===== src/rtl/ssd_scan_driver.sv =====
// Multiplexed seven-segment scan driver with double-buffered display data,
// a ghosting guard interval, per-group leading-zero suppression and blinking.
module ssd_scan_driver #(
  parameter int NUM_DIGITS   = 8,
  parameter int SCAN_DIV     = 131072,
  parameter int GUARD        = 16,
  parameter int GROUP        = 4,
  parameter int BLINK_FRAMES = 32
) (
  input  logic                    clk,
  input  logic                    rst_n,
  input  logic [4*NUM_DIGITS-1:0] digits,
  input  logic [NUM_DIGITS-1:0]   dp_in,
  input  logic [NUM_DIGITS-1:0]   blank_mask,
  input  logic [NUM_DIGITS-1:0]   blink_mask,
  input  logic                    lz_en,
  input  logic                    load,
  output logic [NUM_DIGITS-1:0]   an,
  output logic [6:0]              seg,
  output logic                    dp,
  output logic                    frame_tick
);

  localparam int SW = $clog2(SCAN_DIV);
  localparam int IW = (NUM_DIGITS > 1) ? $clog2(NUM_DIGITS) : 1;
  localparam int FW = (BLINK_FRAMES > 1) ? $clog2(BLINK_FRAMES) : 1;

  logic [SW-1:0] scan_cnt;
  logic [IW-1:0] idx;
  logic [FW-1:0] frame_cnt;
  logic          blink_phase;

  logic [4*NUM_DIGITS-1:0] stg_digits, act_digits;
  logic [NUM_DIGITS-1:0]   stg_dp, act_dp;
  logic [NUM_DIGITS-1:0]   stg_blank, act_blank;
  logic [NUM_DIGITS-1:0]   stg_blink, act_blink;
  logic                    stg_lz, act_lz;

  logic scan_last, idx_last, frame_end;
  logic [NUM_DIGITS-1:0] sup;
  logic run;
  logic [3:0] cur_nib;
  logic cur_dark, cur_dp;

  assign scan_last  = (scan_cnt == SW'(SCAN_DIV - 1));
  assign idx_last   = (idx == IW'(NUM_DIGITS - 1));
  assign frame_end  = scan_last && idx_last;
  assign frame_tick = frame_end;

  function automatic logic [6:0] glyph(input logic [3:0] v);
    case (v)
      4'h0: glyph = 7'b0000001;
      4'h1: glyph = 7'b1001111;
      4'h2: glyph = 7'b0010010;
      4'h3: glyph = 7'b0000110;
      4'h4: glyph = 7'b1001100;
      4'h5: glyph = 7'b0100100;
      4'h6: glyph = 7'b0100000;
      4'h7: glyph = 7'b0001111;
      4'h8: glyph = 7'b0000000;
      4'h9: glyph = 7'b0000100;
      4'hA: glyph = 7'b0001000;
      4'hB: glyph = 7'b1100000;
      4'hC: glyph = 7'b0110001;
      4'hD: glyph = 7'b1000010;
      4'hE: glyph = 7'b0110000;
      default: glyph = 7'b0111000;
    endcase
  endfunction

  always_ff @(posedge clk or negedge rst_n) begin
    if (!rst_n) begin
      scan_cnt    <= '0;
      idx         <= '0;
      frame_cnt   <= '0;
      blink_phase <= 1'b0;
      stg_digits  <= '0;
      stg_dp      <= '0;
      stg_blank   <= '0;
      stg_blink   <= '0;
      stg_lz      <= 1'b0;
      act_digits  <= '0;
      act_dp      <= '0;
      act_blank   <= '0;
      act_blink   <= '0;
      act_lz      <= 1'b0;
    end else begin
      scan_cnt <= scan_last ? '0 : scan_cnt + 1'b1;
      if (scan_last)
        idx <= idx_last ? '0 : idx + 1'b1;
      // The active bank swaps only at frame end so a frame never tears.
      if (frame_end) begin
        act_digits <= stg_digits;
        act_dp     <= stg_dp;
        act_blank  <= stg_blank;
        act_blink  <= stg_blink;
        act_lz     <= stg_lz;
        if (frame_cnt == FW'(BLINK_FRAMES - 1)) begin
          frame_cnt   <= '0;
          blink_phase <= ~blink_phase;
        end else begin
          frame_cnt <= frame_cnt + 1'b1;
        end
      end
      if (load) begin
        stg_digits <= digits;
        stg_dp     <= dp_in;
        stg_blank  <= blank_mask;
        stg_blink  <= blink_mask;
        stg_lz     <= lz_en;
      end
    end
  end

  // Walk each group from its MS digit down; run stays set while every digit so far is zero.
  always_comb begin
    sup = '0;
    run = 1'b0;
    for (int g = 0; g < NUM_DIGITS / GROUP; g++) begin
      run = act_lz;
      for (int j = GROUP - 1; j >= 1; j--) begin
        run = run && (act_digits[4*(g*GROUP+j) +: 4] == 4'h0);
        sup[g*GROUP+j] = run;
      end
    end
  end

  assign cur_nib  = act_digits[{idx, 2'b00} +: 4];
  assign cur_dp   = act_dp[idx];
  assign cur_dark = act_blank[idx] | (act_blink[idx] & blink_phase) | sup[idx];

  always_ff @(posedge clk or negedge rst_n) begin
    if (!rst_n) begin
      an  <= '1;
      seg <= 7'h7F;
      dp  <= 1'b1;
    end else begin
      an  <= (scan_cnt < SW'(GUARD)) ? '1 : ~(NUM_DIGITS'(1) << idx);
      seg <= cur_dark ? 7'h7F : glyph(cur_nib);
      dp  <= cur_dark | ~cur_dp;
    end
  end

endmodule


===== config.mk =====
export PLATFORM = sky130hd
export DESIGN_NAME = ssd_scan_driver
export DESIGN_NICKNAME = d
export VERILOG_FILES = /design/src/rtl/ssd_scan_driver.sv
export SDC_FILE = /design/constraint.sdc
export NUM_CORES = 1
export LEC_CHECK = 0
export ABC_AREA = 1
export CORE_MARGIN = 2
export CORE_UTILIZATION = 63
export CTS_BUF_LIST = sky130_fd_sc_hd__clkbuf_4 sky130_fd_sc_hd__clkbuf_8
export CTS_CLUSTER_SIZE = 16
export DETAILED_ROUTE_END_ITERATION = 8
export MAX_ROUTING_LAYER = met4
export PLACE_DENSITY_LB_ADDON = 0.2
export RECOVER_POWER = 25
export SLEW_MARGIN = 20
export SYNTH_ARGS = -nofsm -noshare
export SYNTH_HDL_FRONTEND = slang
export SYNTH_SLANG_ARGS = --single-unit

===== constraint.sdc =====
create_clock -name clk -period 4.6 [get_ports clk]
set_clock_uncertainty 0.1 [all_clocks]
set_input_delay 0.46 -clock clk [delete_from_list [all_inputs] [get_ports clk]]
set_output_delay 0.46 -clock clk [all_outputs]
set_load 0.005 [all_outputs]

==> run_results.csv <==
group,metric,value,unit
run_status,status,"complete, but fails checks",
run_status,violations,"max-capacitance violations, max-slew violations",
worst_setup_path,cp_top_family,"simple AND/OR/NAND/NOR gates",
detailed_routing,drt_wl_total,14800,um
cells_and_area,register_area,3920,um2
detailed_routing,antenna_left,0,
cells_and_area,final_cells,1053,
worst_setup_path,criticalPathCategory,"flip-flop to primary output",
clock_tree,clockRootBuffer,"clkbuf_8",
worst_setup_path,start_kind,"flip-flop",
sta,min_period_over_period,81.4,%
yosys,syn_area_per_cell,8.47,um2
sta,relSlewSlack,-13.4,%
worst_setup_path,timing.rr.start,"scan_cnt[0]",
grt,grt_start_max_net_pins,119,
yosys,yosysWarnings,0,
sta,rsz0062_at_grt,"no",
yosys,synthDistinctLibCells,34,
grt,track_usage,27.3,%
placement,place.gp.congestion,0.893,
cells_and_area,diodes,0,
cells_and_area,n_fill_cell,776,
worst_setup_path,cp.depth,11,
yosys,yosysSeqAreaShare,55.4,%
clock_tree,htreeDepth,4,
worst_setup_path,worstRegToRegCells,12,
clock_tree,clockBufferDepth,2,
pwr,p_per_area,332,nW/um2
yosys,synth.cell_area,7080,um2
worst_setup_path,reg2reg_to,"act_dp[6]",
worst_hold_path,hp-class,"flip-flop to flip-flop",
worst_hold_path,hold-path-cell-count,1,
placement,hpwl,10200,um
worst_setup_path,critical_path.endpoint,"frame_tick",
sta,hold_slack,367,ps
pwr,totalPowerFinal,0.00277,W
worst_setup_path,crit_slowest_cell,"clkdlybuf4s50_1",
floorplan,die_h,110,um
worst_setup_path,arrival,3180,ps
detailed_routing,drt_iter0_markers,399,
floorplan,core-area,10900,um2
sta,finalHoldViolCount,0,
worst_setup_path,reg2reg_slack,1490,ps
cells_and_area,syn2layout_area_growth,18.1,%
worst_setup_path,setup.worst_path.start,"scan_cnt[0]",
detailed_routing,wire_per_inst,14.1,um
worst_setup_path,required,4040,ps
detailed_routing,drc,0,
flow_run,maxCapViolCount,1,
clock_tree,cts_tree,"done",
clock_tree,clock_latency,450,ps
sta,setup_viol_count_final,0,
pwr,p_leak,4.03,nW
clock_tree,cts.sinks,156,
clock_tree,holdBufCountCts,1,
sta,finalSetupTns,0,ps
cells_and_area,layout.nets,976,
cells_and_area,final_cell_mix,"nand2_1, dfrtp_1, o21ai_0",
placement,port_buffers,76,
worst_setup_path,worst_setup_path_end_kind,"primary output",
grt,grt_pass1_vias,5486,
grt,grt_overflow,0,
yosys,synthCells,836,
cells_and_area,multiInputGateArea,2570,um2
cells_and_area,fin_util,76.8,%
detailed_routing,viasPerCell,5.41,
detailed_routing,vias,5692,
yosys,ys_ff_latch,156,
grt,antenna_found_initial,0,
floorplan,die_area,12100,um2
floorplan,die_x,110,um
clock_tree,post_cts_buffers,0,
cells_and_area,final_common_cell,"nand2_1",
pwr,ir_worst_vdd,0.229,mV
floorplan,initial_core_util,65.0,%
floorplan,pin_count,77,
sta,worst_slew_pin_slew,1700,ps
worst_setup_path,worst-path-max-fanout,12,
worst_setup_path,path_buf_inv,2,
worst_setup_path,worstPathCellList,"ha_1 > nand3_1 > nor3_4 > nand3_1 > nor3_2 > nand2_1 > nor2_1 > ha_1 > nand2_2 > clkinv_1 > clkdlybuf4s50_1",
sta,finalMaxSlewViolations,52,
sta,fmax,0.267,GHz
yosys,syn_nets,912,
clock_tree,clk_pin_slew,80,ps
placement,dp.cells,1020,
sta,fin_crit,3740,ps
grt,grt_pass1_wl,24600,um
worst_setup_path,crit_path_max_incr_delay,530,ps
detailed_routing,firstDrtPassIters,5,
clock_tree,cts_made_buffers,17,
cells_and_area,layout-drive-gt1-share,8.21,%
floorplan,rows,38,
clock_tree,cts.repair.resized,0,
[routing by layer]
layer	GRT usage [%]	part of all wire [%]	wire, um	vias to the layer above
met3	6.70	5.1	763	34
met1	32.6	41	6150	2704
met2	45.2	51	7580	187
li1	-	-	-	2767
met5	-	0	0	-
met4	10.0	2.3	340	0
[flip-flops by register name, indices dropped and copies added, names as in the netlist, 7 cells and up]
register,count
stg_digits,32
seg,7
stg_dp,8
act_blink,8
act_digits,32
stg_blank,8
act_dp,8
act_blank,8
stg_blink,8
an,8
scan_cnt,17
[Yosys cell counts, drive strengths merged]
library cell	number	area, um2
dfstp	16	420
a211oi	1	7.51
or2	2	12.5
nand2	236	903
nor4	2	12.5
buf	14	86.3
clkinv	1	3.75
ha	16	200
nor3	6	46.3
clkbuf	23	86.3
a32o	2	20.0
o21bai	1	7.51
xnor2	1	8.76
a21oi	13	65.1
xor2	3	26.3
nand3	64	375
nand4	2	12.5
o211ai	3	22.5
a31oi	1	6.26
o21ai	133	666
dfrtp	140	3500
nor2	47	176
inv	109	412
[cell families (layout without fill, tap and decap cells)]
logic type | Yosys count | in the layout | share of synthesized area (%)
adder cells (fa/ha/maj) | 16 | 16 | 2.83
flip-flops | 156 | 156 | 55.4
buffers and inverters | 147 | 224 | 8.31
XOR/XNOR | 4 | 4 | 0.495
AND/OR/NAND/NOR | 359 | 359 | 21.7
AO/OA/AOI/OAI | 154 | 154 | 11.2
[worst register-to-register path: cells and delay by family, from the launching register on]
family / cells / cell delay, ps
buffers and inverters: 1 / 390
and+or+nand+nor: 8 / 1330
adders and majority gates: 2 / 620
AOI/OAI and AO/OA: 1 / 110
DFF: 1 / 390
[worst min-delay path by stage]
stage | to | slack (ps) | from
2_1_floorplan | act_blank[0] | 60 | rst_n
4_1_cts | scan_cnt[0] | 360 | scan_cnt[0]
5_1_grt | scan_cnt[0] | 380 | scan_cnt[0]
3_3_place_gp | scan_cnt[0] | 340 | scan_cnt[0]
6_report | scan_cnt[0] | 370 | scan_cnt[0]
3_5_place_dp | scan_cnt[0] | 350 | scan_cnt[0]
[report_power, final]
group	switching [W]	leakage, nW	internal, W
Clock	0.000501	0.234	0.000695
Combinational	0.0000844	1.79	0.0000656
Sequential	0.0000126	2.00	0.00142
Total	0.000598	4.03	0.00218
[cell type report]
class,count,share of cell area [%]
sequential,156,46.9
inverter,110,4.97
clock buffer,22,3.40
tap,140,2.10
clock inverter,10,2.24
timing repair buffer,82,9.61
multi-input combinational,533,30.8
[metrics by stage]
stage	setup WS (ps)	area (um2)
3_5_place_dp	1340	7880
4_1_cts	847	8360
2_1_floorplan	2240	7080
5_1_grt	613	8360
6_report	855	8360
3_3_place_gp	1480	7880
No activity file was read; power rests on OpenSTA's default activity.
